<file path="src/rtl/carloni_pkg.sv">
// Shared types and constants for the Carloni latency-insensitive channel.
package carloni_pkg;

   typedef enum logic [1:0] {
      TX_EMPTY = 2'd0,
      TX_HALF  = 2'd1,
      TX_FULL  = 2'd2
   } tx_state_t;

   // Receiver stop is registered once, so one extra token can be launched after it: two slots suffice.
   localparam int unsigned CARLONI_STOP_LATENCY = 1;

endpackage

</file>
<file path="src/rtl/carloni_tx_port.sv">
// Transmitter end of a Carloni channel: two-slot (main + aux) buffer between the
// producing pearl and the channel, honouring the receiver's registered stop.
module carloni_tx_port
   import carloni_pkg::*;
#(
   parameter int unsigned WIDTH = 16,
   parameter int unsigned CNT_W = 32
) (
   input  logic             clk,
   input  logic             reset,
   input  logic [WIDTH-1:0] i_data,
   input  logic             i_valid,
   output logic             o_stall,
   output logic [WIDTH-1:0] o_data,
   output logic             o_void,
   input  logic             i_stop,
   output logic [CNT_W-1:0] o_tokens
);

   tx_state_t        state, state_nxt;
   logic [WIDTH-1:0] main_q, main_d;
   logic [WIDTH-1:0] aux_q, aux_d;
   logic             accept;
   logic             transfer;

   assign accept   = i_valid & ~o_stall;
   assign transfer = ~o_void & ~i_stop;

   always_ff @(posedge clk or negedge reset) begin
      if (!reset) begin
         state    <= TX_EMPTY;
         main_q   <= '0;
         aux_q    <= '0;
         o_tokens <= '0;
      end else begin
         state  <= state_nxt;
         main_q <= main_d;
         aux_q  <= aux_d;
         if (transfer)
            o_tokens <= o_tokens + CNT_W'(1);
      end
   end

   always_comb begin
      state_nxt = TX_EMPTY;
      main_d    = main_q;
      aux_d     = aux_q;
      case (state)
         TX_EMPTY: begin
            if (accept) begin
               main_d    = i_data;
               state_nxt = TX_HALF;
            end
         end
         TX_HALF: begin
            if (!i_stop) begin
               // Main is drained this cycle, so a new token can replace it directly.
               if (accept) begin
                  main_d    = i_data;
                  state_nxt = TX_HALF;
               end
            end else if (accept) begin
               aux_d     = i_data;
               state_nxt = TX_FULL;
            end else begin
               state_nxt = TX_HALF;
            end
         end
         TX_FULL: begin
            if (!i_stop) begin
               main_d    = aux_q;
               state_nxt = TX_HALF;
            end else begin
               state_nxt = TX_FULL;
            end
         end
         default: state_nxt = TX_EMPTY;
      endcase
   end

   always_comb begin
      o_void  = !(state == TX_HALF || state == TX_FULL);
      o_stall = (state == TX_FULL);
      o_data  = main_q;
   end

endmodule
</file>
<file path="config.mk">
export PLATFORM = sky130hd
export DESIGN_NAME = carloni_tx_port
export DESIGN_NICKNAME = d
export VERILOG_FILES = /design/src/rtl/carloni_pkg.sv /design/src/rtl/carloni_tx_port.sv
export SDC_FILE = /design/constraint.sdc
export NUM_CORES = 1
export LEC_CHECK = 0
export CORE_MARGIN = 4
export CORE_UTILIZATION = 25
export DETAILED_ROUTE_END_ITERATION = 7
export GPL_TIMING_DRIVEN = 0
export HOLD_SLACK_MARGIN = 0.1
export PLACE_DENSITY = 0.52
export SLEW_MARGIN = 40
export SYNTH_ARGS = -nofsm -noshare
export SYNTH_HDL_FRONTEND = slang
export SYNTH_SLANG_ARGS = --single-unit
</file>
<file path="constraint.sdc">
create_clock -name clk -period 4.7 [get_ports clk]
set_input_delay 0.47 -clock clk [delete_from_list [all_inputs] [get_ports clk]]
set_output_delay 0.47 -clock clk [all_outputs]
set_load 0.01 [all_outputs]
</file>
# Word-level counts from Yosys, hierarchy flattened
# Cells that the tools add are included.
[op_classes]
add_sub_neg = 1
n_eq_ne = 4
n_mux = 9
bitwise = 4
n_reduce_logical = 6
[ops]
columns = ["op", "count"]
rows = [
  ["$mux W16", 3],
  ["$pmux W16 S3", 1],
  ["$add A32 B1 Y32 const B", 1],
  ["$mux W2", 3],
  ["$pmux W2 S3", 1],
  ["$reduce_and A3 Y1", 2],
  ["$ne A2 B2 Y1 const B", 2],
  ["$reduce_bool A3 Y1", 1],
  ["$and A1 B1 Y1", 2],
  ["$eq A2 B1 Y1 const B", 1],
  ["$eq A2 B2 Y1 const B", 1],
  ["$logic_not A2 Y1", 1],
  ["$not A1 Y1", 2],
  ["$logic_not A1 Y1", 1],
  ["$logic_or A1 B1 Y1", 1],
  ["$mux W1", 1],
]
[totals]
register_bits = 66

# Logic depth before layout (Yosys ltp)
# Gate-level depths: netlist (run 1).
[logic_depth]
ltp_word = 6
depth_mapped = 8
mapped_depth_nobuf = 6

# Worst setup path before layout (run 1)
# No wires, ideal clock.
[synth_timing]
kind = "register -> register"
start = "reg state[0]"
end = "reg aux_q[10]"
setup_ns = 0.125
arrival_ns = 2.319
t_required_ns = 4.575
path_slack_ns = 2.256
path_stages_with_launch = 9
n_path_buf = 2
path_cell_list = "dfrtp_1 -> inv_1 -> ha_1 -> buf_1 -> nor2b_1 -> ha_1 -> nand2_1 -> clkbuf_1 -> mux2_2"
[synth_via]
elab_chain_cells = 4
elab_cells_between_ends = 5
cone_classes = "2 x eq/ne; 2 x bitwise; 1 x reduce/logical"
[synth_rtl]
columns = ["element", "line", "source"]
rows = [
  ["start: declaration", "carloni_tx_port.sv:20", "tx_state_t state, state_nxt;"],
  ["start signal: assignment", "carloni_tx_port.sv:36", "state <= state_nxt;"],
  ["$eq A2 B2 Y1", "carloni_tx_port.sv:83", "o_stall = (state == TX_FULL);"],
  ["named net o_stall", "carloni_tx_port.sv:13", "output logic o_stall,"],
  ["$not A1 Y1", "carloni_tx_port.sv:26", "assign accept = i_valid & ~o_stall;"],
  ["$and A1 B1 Y1", "carloni_tx_port.sv:26", ""],
  ["$reduce_and A3 Y1 (no source line)", "-", ""],
  ["end signal: assignment", "carloni_tx_port.sv:38", "aux_q <= aux_d;"],
  ["end: declaration", "carloni_tx_port.sv:22", "logic [WIDTH-1:0] aux_q, aux_d;"],
]
# The timed path passes the listed nets, and every way through them passes these cells.
# A chain may end at the register's enable or synchronous reset.

# Final worst setup path (run 1)
[layout_timing]
start = "reg state[0]"
end = "reg aux_q[13]"
[layout_via]
elab_chain_cells = 4
elab_cells_between_ends = 5
cone_classes = "2 x eq/ne; 2 x bitwise; 1 x reduce/logical"
[layout_rtl]
columns = ["element", "line"]
rows = [
  ["$eq A2 B2 Y1", "carloni_tx_port.sv:83"],
  ["$not A1 Y1", "carloni_tx_port.sv:26"],
  ["$and A1 B1 Y1", "carloni_tx_port.sv:26"],
  ["$reduce_and A3 Y1 (no source line) (*)", "-"],
]
# Mark *: on every way between the ends. The rest lies on a longest branch, timed or not.

==> metrics.cfg, run 1 <==
[outcome]
status = complete, no violations

[pwr]
p_leak_nw = 1.758
power_density_nw_per_um2 = 520.8
ir_drop_uv = 283.9

[logic_synthesis]
syn_area_um2 = 2959
synth_mux_area_share_pct = 11.88
ys.flop_type = dfrtp_1
synth_compound_area_share_pct = 3.636
yosys.area_share.adder_pct = 2.537
yosysWarnings = 0
synth_edf_count = 0
yosys.area.top_type_share_pct = 55.81
synth_top_cells_by_area = dfrtp_1 56%, xnor2_1 7.1%, mux2_2 6.5%
synth_top_family_by_area = simple AND/OR/NAND/NOR gates
syn_inst = 249
synth_nets = 275
synth.avg_cell_area_um2 = 11.88
ys_seq_area_share_pct = 55.81
ys_types = 29
ys_ff_latch = 66
yosys.area_share.simple_pct = 15.01
synthArstFlopShare_pct = 100.0
synth_xor_area_share_pct = 9.175
synth_area_leader_cell = dfrtp_1

[floorplan]
io_pins = 70
fp.dieW_um = 116.8
initial_core_util_pct = 25.70
rows = 39
dieHeight_um = 116.8
die-area_um2 = 13640
design.core.area_um2 = 11520

[sta]
slew_viol_final = 0
tightest_slew_ns = 0.7969
layout_setup_ws_ns = 1.771
skew_ns = 0.003375
hold_viol = 0
tns_ns = 0
fmax_mhz = 341.5
min_period_over_period_pct = 62.31
setup_viol = 0
maxSlewHeadroom_pct = 46.68
finalCriticalPeriod_ns = 2.929
hold-worst-slack_ns = 0.4947
rsz0062_at_grt = no

[clock_tree]
hold_buffers = 1
cts_root_buf = clkbuf_16
cts_resized = 0
clock_latency_ns = 0.33
cts_max_path_buffers = 2
cts.sinks = 66
cts_buffers = 9
htree_levels = 3
cts_tree = done
clk_pin_slew_ns = 0.05
cts_setup_buffers = 0

[worst_setup_path]
end_kind = flop
crit_arrival_ns = 3.14
path_class = flop to flop
crit_path_start_kind = flop
rr_startpoint = state[0]
required_ns = 4.92
crit_fanout = 10
critPathLaunch = state[0]

[global_routing]
grt_max_degree = 43
antenna_found_initial = 0
grt_remaining_overflow = 0
grt_pass1_vias = 2317
grt_usage_pct = 11.33
grt_pass1_wl_um = 11880

[placement]
place_congestion = 0.6773
dp_hpwl_um = 5042
portBuffers = 69
pre_cts_slack_ns = 1.712

[layout]
post-route-util_pct = 36.23
areaGrowthSynthToFinish_pct = 41.01
final_layout_size_suffix_gt1_share_pct = 12.24
antenna_cells = 0
nets = 357
fill_cells = 1158

[detailed_routing]
routedWlPerCell_um = 14.84
wl_um = 7092
firstDrtPassIters = 4
num_vias = 2151
drt_iter0_drc = 87
detail_route.drc_violations = 0
via_per_inst = 4.500
route.antenna.remaining_nets = 0

[worst_hold_path]
hp-class = flop to flop
worstHoldStart = o_tokens[31]

[run]
maxCapViolations = 0

==> report_power, final <==
group | leakage (nW) | internal, mW | total (mW) | switching, mW
clock | 0.152 | 0.450 | 0.688 | 0.238
sequential | 0.816 | 0.738 | 0.850 | 0.112
combinational | 0.790 | 0.348 | 0.635 | 0.287
total | 1.76 | 1.54 | 2.17 | 0.637
==> cells in the mapped netlist (2+ instances only) <==
master    number
a21oi_1       20
and3_1         6
buf_1          2
clkbuf_1       4
dfrtp_1       66
ha_1           6
inv_1          8
mux2_2        17
mux2i_1       16
nand2_1        8
nand3_1        9
nand4_1       12
nand4_2        2
nor2_1        24
nor3_1         4
nor4_1         3
xnor2_1       24
xor2_1         7
==> path summary, 6_finish.rpt <==
kind,end,slack (ns),cells after the start
max in group asynchronous,o_data[11],3.64,3
min in group asynchronous,o_tokens[31],0.57,2
worst min register to register,o_tokens[31],0.49,1
worst max register to register,aux_q[13],1.77,8
worst min-delay path,o_tokens[31],0.49,1
worst max-delay path,aux_q[13],1.77,8
==> placed cells by master (no fill, tap or decap) <==
cell type	Yosys	final
nor3_1	4	4
nand3_1	9	9
mux2_2	17	17
and3_1	6	6
clkdlybuf4s50_1	0	68
nor4_4	1	1
nand3b_1	1	1
clkinv_2	0	1
buf_6	0	1
nand2_1	8	8
and2_1	1	1
or4_4	1	1
buf_16	0	1
xor2_1	7	7
clkbuf_8	0	3
buf_2	1	1
mux2i_1	16	16
nand4b_1	1	1
ha_1	6	6
xnor2_1	24	24
or3_4	1	1
nor3_2	1	1
nand4_1	12	12
nand4_2	2	2
bufinv_16	0	1
dlygate4sd3_1	0	1
nand3b_4	1	1
nor2b_1	1	1
clkbuf_1	4	5
clkbuf_16	0	9
nor4_1	3	3
dfrtp_1	66	66
nor2_1	24	24
o21a_1	1	1
inv_1	8	8
a21oi_1	20	20
buf_1	2	2
==> metrics by stage <==
stage | cells | power (mW) | area, um^2
2_1_floorplan | 249 | 1.174 | 2959
3_3_place_gp | 461 | 1.490 | 3829
3_5_place_dp | 462 | 1.505 | 3857
4_1_cts | 478 | 2.215 | 4173
5_1_grt | 478 | 2.315 | 4173
6_report | 478 | 2.173 | 4173
==> area by class of cell <==
class,instances,area (um^2),area share [%]
Tap cell,143,178.9,4.288
Multi-Input combinational cell,168,1250,29.96
Inverter,8,30.03,0.7196
Timing Repair Buffer,71,729.5,17.48
Sequential cell,66,1652,39.58
Clock buffer,13,270.3,6.477
Buffer,7,27.53,0.6597
Clock inverter,2,35.03,0.8396
==> worst max-delay path, cell delays in order, from the launching register on <==
cell and delay (ns):
dfrtp_1 0.39, inv_1 0.09, ha_1 0.25, buf_1 0.55, nor2b_1 0.11, ha_1 0.20
nand2_1 0.28, clkbuf_1 0.53, mux2_2 0.40
==> metal layers <==
| layer | wire length [um] | part of all wire (%) | global-route usage, % |
|---|---|---|---|
| met1 | 3179 | 45 | 13.34 |
| met3 | 598 | 8.4 | 6.221 |
| met4 | 91 | 1.3 | 2.752 |
| met5 | 0 | 0 | 0 |
| met2 | 3222 | 45 | 18.16 |
==> state kept, by name, summed over array words and instances (netlist names) <==
| register | flops |
|---|---|
| state | 2 |
| aux_q | 16 |
| o_data | 16 |
| o_tokens | 32 |
==> cell families (layout without fill, tap and decap cells) <==
logic type,Yosys count,count (layout)
AND/OR/NAND/NOR,77,77
flip-flops,66,66
multiplexers,33,33
XOR/XNOR,31,31
AO/OA/AOI/OAI,21,21
buffers and inverters,15,101
adder cells (fa/ha/maj),6,6
Note: power is estimated with default switching activity, not from simulation.
==> inputs of run 2 (changes only) <==
==> constraint.sdc (replaced) <==
create_clock -name clk -period 3.06 [get_ports clk]
set_input_delay 0.306 -clock clk [delete_from_list [all_inputs] [get_ports clk]]
set_output_delay 0.306 -clock clk [all_outputs]
set_load 0.01 [all_outputs]
==> run 2 against run 1 <==
Compared with the run above:
- maximum frequency grew 10%
- power grew 54%
- first-iteration DRC count shrank 2.3%
- sequential cell count is the same
- cell count is the same
- core utilization is essentially flat
- highest routed layer unchanged
- wire length is essentially flat
- non-clock buffer count is the same
- via count is essentially flat
- setup slack lost 1.4 ns
- worst hold slack lost 0.094 ns
- register-to-register slack lost 1.4 ns
==> metrics.cfg, run 2 (same netlist as run 1, synthesis figures left out) <==
[global_routing]
antenna_found_initial = 0  ; unchanged
grt_usage_pct = 11.33  ; unchanged
grt_pass1_wl_um = 11880  ; unchanged
grt_remaining_overflow = 0  ; unchanged
grt_max_degree = 43  ; unchanged
grt_pass1_vias = 2317  ; unchanged

[floorplan]
rows = 39  ; unchanged
io_pins = 70  ; unchanged
initial_core_util_pct = 25.70  ; unchanged
dieHeight_um = 116.8  ; unchanged
fp.dieW_um = 116.8  ; unchanged
die-area_um2 = 13640  ; unchanged
design.core.area_um2 = 11520  ; unchanged

[layout]
post-route-util_pct = 36.25  ; was 36.23%
final_layout_size_suffix_gt1_share_pct = 12.54  ; was 12.24%
final_cell_mix = 68 x clkdlybuf4s50_1, 66 x dfrtp_1, 24 x nor2_1, 24 x xnor2_1, 20 x a21oi_1  ; unchanged
antenna_cells = 0  ; unchanged
nets = 357  ; unchanged
fill_cells = 1157  ; was 1158
largest_reg_flops = 32  ; unchanged
final_common_cell = clkdlybuf4s50_1  ; unchanged
top_register = o_tokens  ; unchanged
final_cells = 478  ; unchanged
areaGrowthSynthToFinish_pct = 41.06  ; was 41.01%

[detailed_routing]
routedWlPerCell_um = 14.83  ; was 14.84 um
route.antenna.remaining_nets = 0  ; unchanged
detail_route.drc_violations = 0  ; unchanged
via_per_inst = 4.504  ; was 4.500
wl_um = 7089  ; was 7092 um
num_vias = 2153  ; was 2151
firstDrtPassIters = 4  ; unchanged
drt_iter0_drc = 85  ; was 87

[worst_hold_path]
hp-class = input pin to async pin  ; was flop to flop

[pwr]
internal_power_mw = 2.360  ; was 1.536 mW
ir_drop_uv = 436.1  ; was 283.9 uV
p_clk_share_pct = 31.6  ; about the same
power.total_mw = 3.338  ; was 2.173 mW
p_leak_nw = 1.761  ; was 1.758 nW
power_density_nw_per_um2 = 799.8  ; was 520.8 nW/um^2
switching_share_pct = 29.32  ; was 29.31%
netSwitchingPower_mw = 0.9787  ; was 0.6369 mW
combPwrFrac_pct = 29.2  ; about the same
power_frac_seq_pct = 39.1  ; about the same

[clock_tree]
clk_pin_slew_ns = 0.05  ; about the same
cts.sinks = 66  ; unchanged
cts_tree = done  ; unchanged
cts_max_path_buffers = 2  ; unchanged
cts_root_buf = clkbuf_16  ; unchanged
htree_levels = 3  ; unchanged
clock_latency_ns = 0.33  ; about the same
cts_buffers = 9  ; unchanged

[worst_setup_path]
cpMostUsedCell = ha_1  ; unchanged
end_kind = flop  ; unchanged
rrSetupSlack_ns = 0.40  ; was 1.77 ns
crit_fanout = 10  ; unchanged
crit_path_start_kind = flop  ; unchanged
required_ns = 3.28  ; was 4.92 ns
crit_arrival_ns = 2.88  ; was 3.14 ns
cp_cell_sequence = inv_1 -> ha_1 -> clkbuf_2 -> nor2b_1 -> ha_1 -> nand2_1 -> clkbuf_1 -> mux2_2  ; was inv_1 -> ha_1 -> buf_1 -> nor2b_1 -> ha_1 -> nand2_1 -> clkbuf_1 -> mux2_2
slowest_stage = clkbuf_1  ; was buf_1
path_class = flop to flop  ; unchanged
max_stage_delay_ns = 0.52  ; was 0.55 ns

[sta]
hold-worst-slack_ns = 0.4011  ; was 0.4947 ns
maxSlewHeadroom_pct = 46.68  ; unchanged
rsz0062_at_grt = no  ; unchanged
tightest_slew_ns = 0.7969  ; unchanged
slew_viol_final = 0  ; unchanged
fmax_mhz = 375.5  ; was 341.5 MHz
setup_viol = 0  ; unchanged
min_period_over_period_pct = 87.03  ; was 62.31%
hold_viol = 0  ; unchanged
finalCriticalPeriod_ns = 2.663  ; was 2.929 ns
skew_ns = 0.003377  ; was 0.003375 ns

[run]
maxCapViolations = 0  ; unchanged

[placement]
dp_cells = 462  ; unchanged
place_congestion = 0.6773  ; unchanged
portBuffers = 69  ; unchanged
dp_hpwl_um = 5042  ; unchanged

[outcome]
status = complete, no violations  ; unchanged

run 2: cell count changes in the layout (fill, tap and decap cells not counted), sizes merged:
cell	before	now
buf	5	4
clkbuf	17	18
run 2: repair_timing:
| action | 4_1_cts | 5_1_grt |
|---|---|---|
| endpoints found under the setup margin | 0 | 9 |
| hold buffers | 1 | 0 |
| hold endpoints to repair | 24 | 0 |
| buffers inserted | 0 | 0 |
| gates resized for setup | 0 | 1 |
run 2: layout make-up:
cell class                      instances  area [um^2]  share of cell area (%)
Clock buffer                           13        270.3                   6.475
Inverter                                8        30.03                  0.7194
Timing Repair Buffer                   71        729.5                   17.48
Sequential cell                        66         1652                   39.57
Buffer                                  7        28.78                  0.6894
Multi-Input combinational cell        168         1250                   29.95
Tap cell                              143        178.9                   4.287
Clock inverter                          2        35.03                  0.8393
run 2: routing by layer:
| metal | part of all wire, % | up-vias | track usage, % |
|---|---|---|---|
| li1 | - | 1035 | - |
| met1 | 45 | 1044 | 13.34 |
| met2 | 45 | 65 | 18.16 |
| met3 | 8.4 | 9 | 6.221 |
| met4 | 1.3 | 0 | 2.752 |
| met5 | 0 | - | 0 |
run 2: final timing paths:
check,start,to,depth (start not counted)
max in group asynchronous,reset,o_data[11],3
min reg2reg,o_tokens[31],o_tokens[31],1
min in group clk,o_tokens[31],o_tokens[31],1
max,state[0],aux_q[13],8
min,reset,o_tokens[31],2
max reg2reg,state[0],aux_q[13],8
run 2: power groups by stage:
stage	Clock, mW	Sequential [mW]	Combinational (mW)
floorplan	0	1.35	0.453
global placement	0	1.31	0.974
detailed placement	0	1.32	0.993
CTS	1.09	1.31	1.00
global route	1.13	1.35	1.08
finish	1.06	1.31	0.976
run 2: worst max-delay path, delay by kind of cell, from the launching register on:
kind | cells | cell delay (ns)
AND/OR/NAND/NOR | 2 | 0.37
adder cells (fa/ha/maj) | 2 | 0.43
multiplexers | 1 | 0.40
flip-flops | 1 | 0.39
buffers and inverters | 3 | 0.95
run 2: per-stage QoR:
step           setup TNS, ns  setup WS, ns  area, um^2
6_report                   0        0.3969        4174
5_1_grt                    0        0.1224        4174
4_1_cts                    0       0.05485        4173
3_5_place_dp               0       0.07157        3857
3_3_place_gp          -46.86       -0.7143        3829
2_1_floorplan              0        0.6161        2959
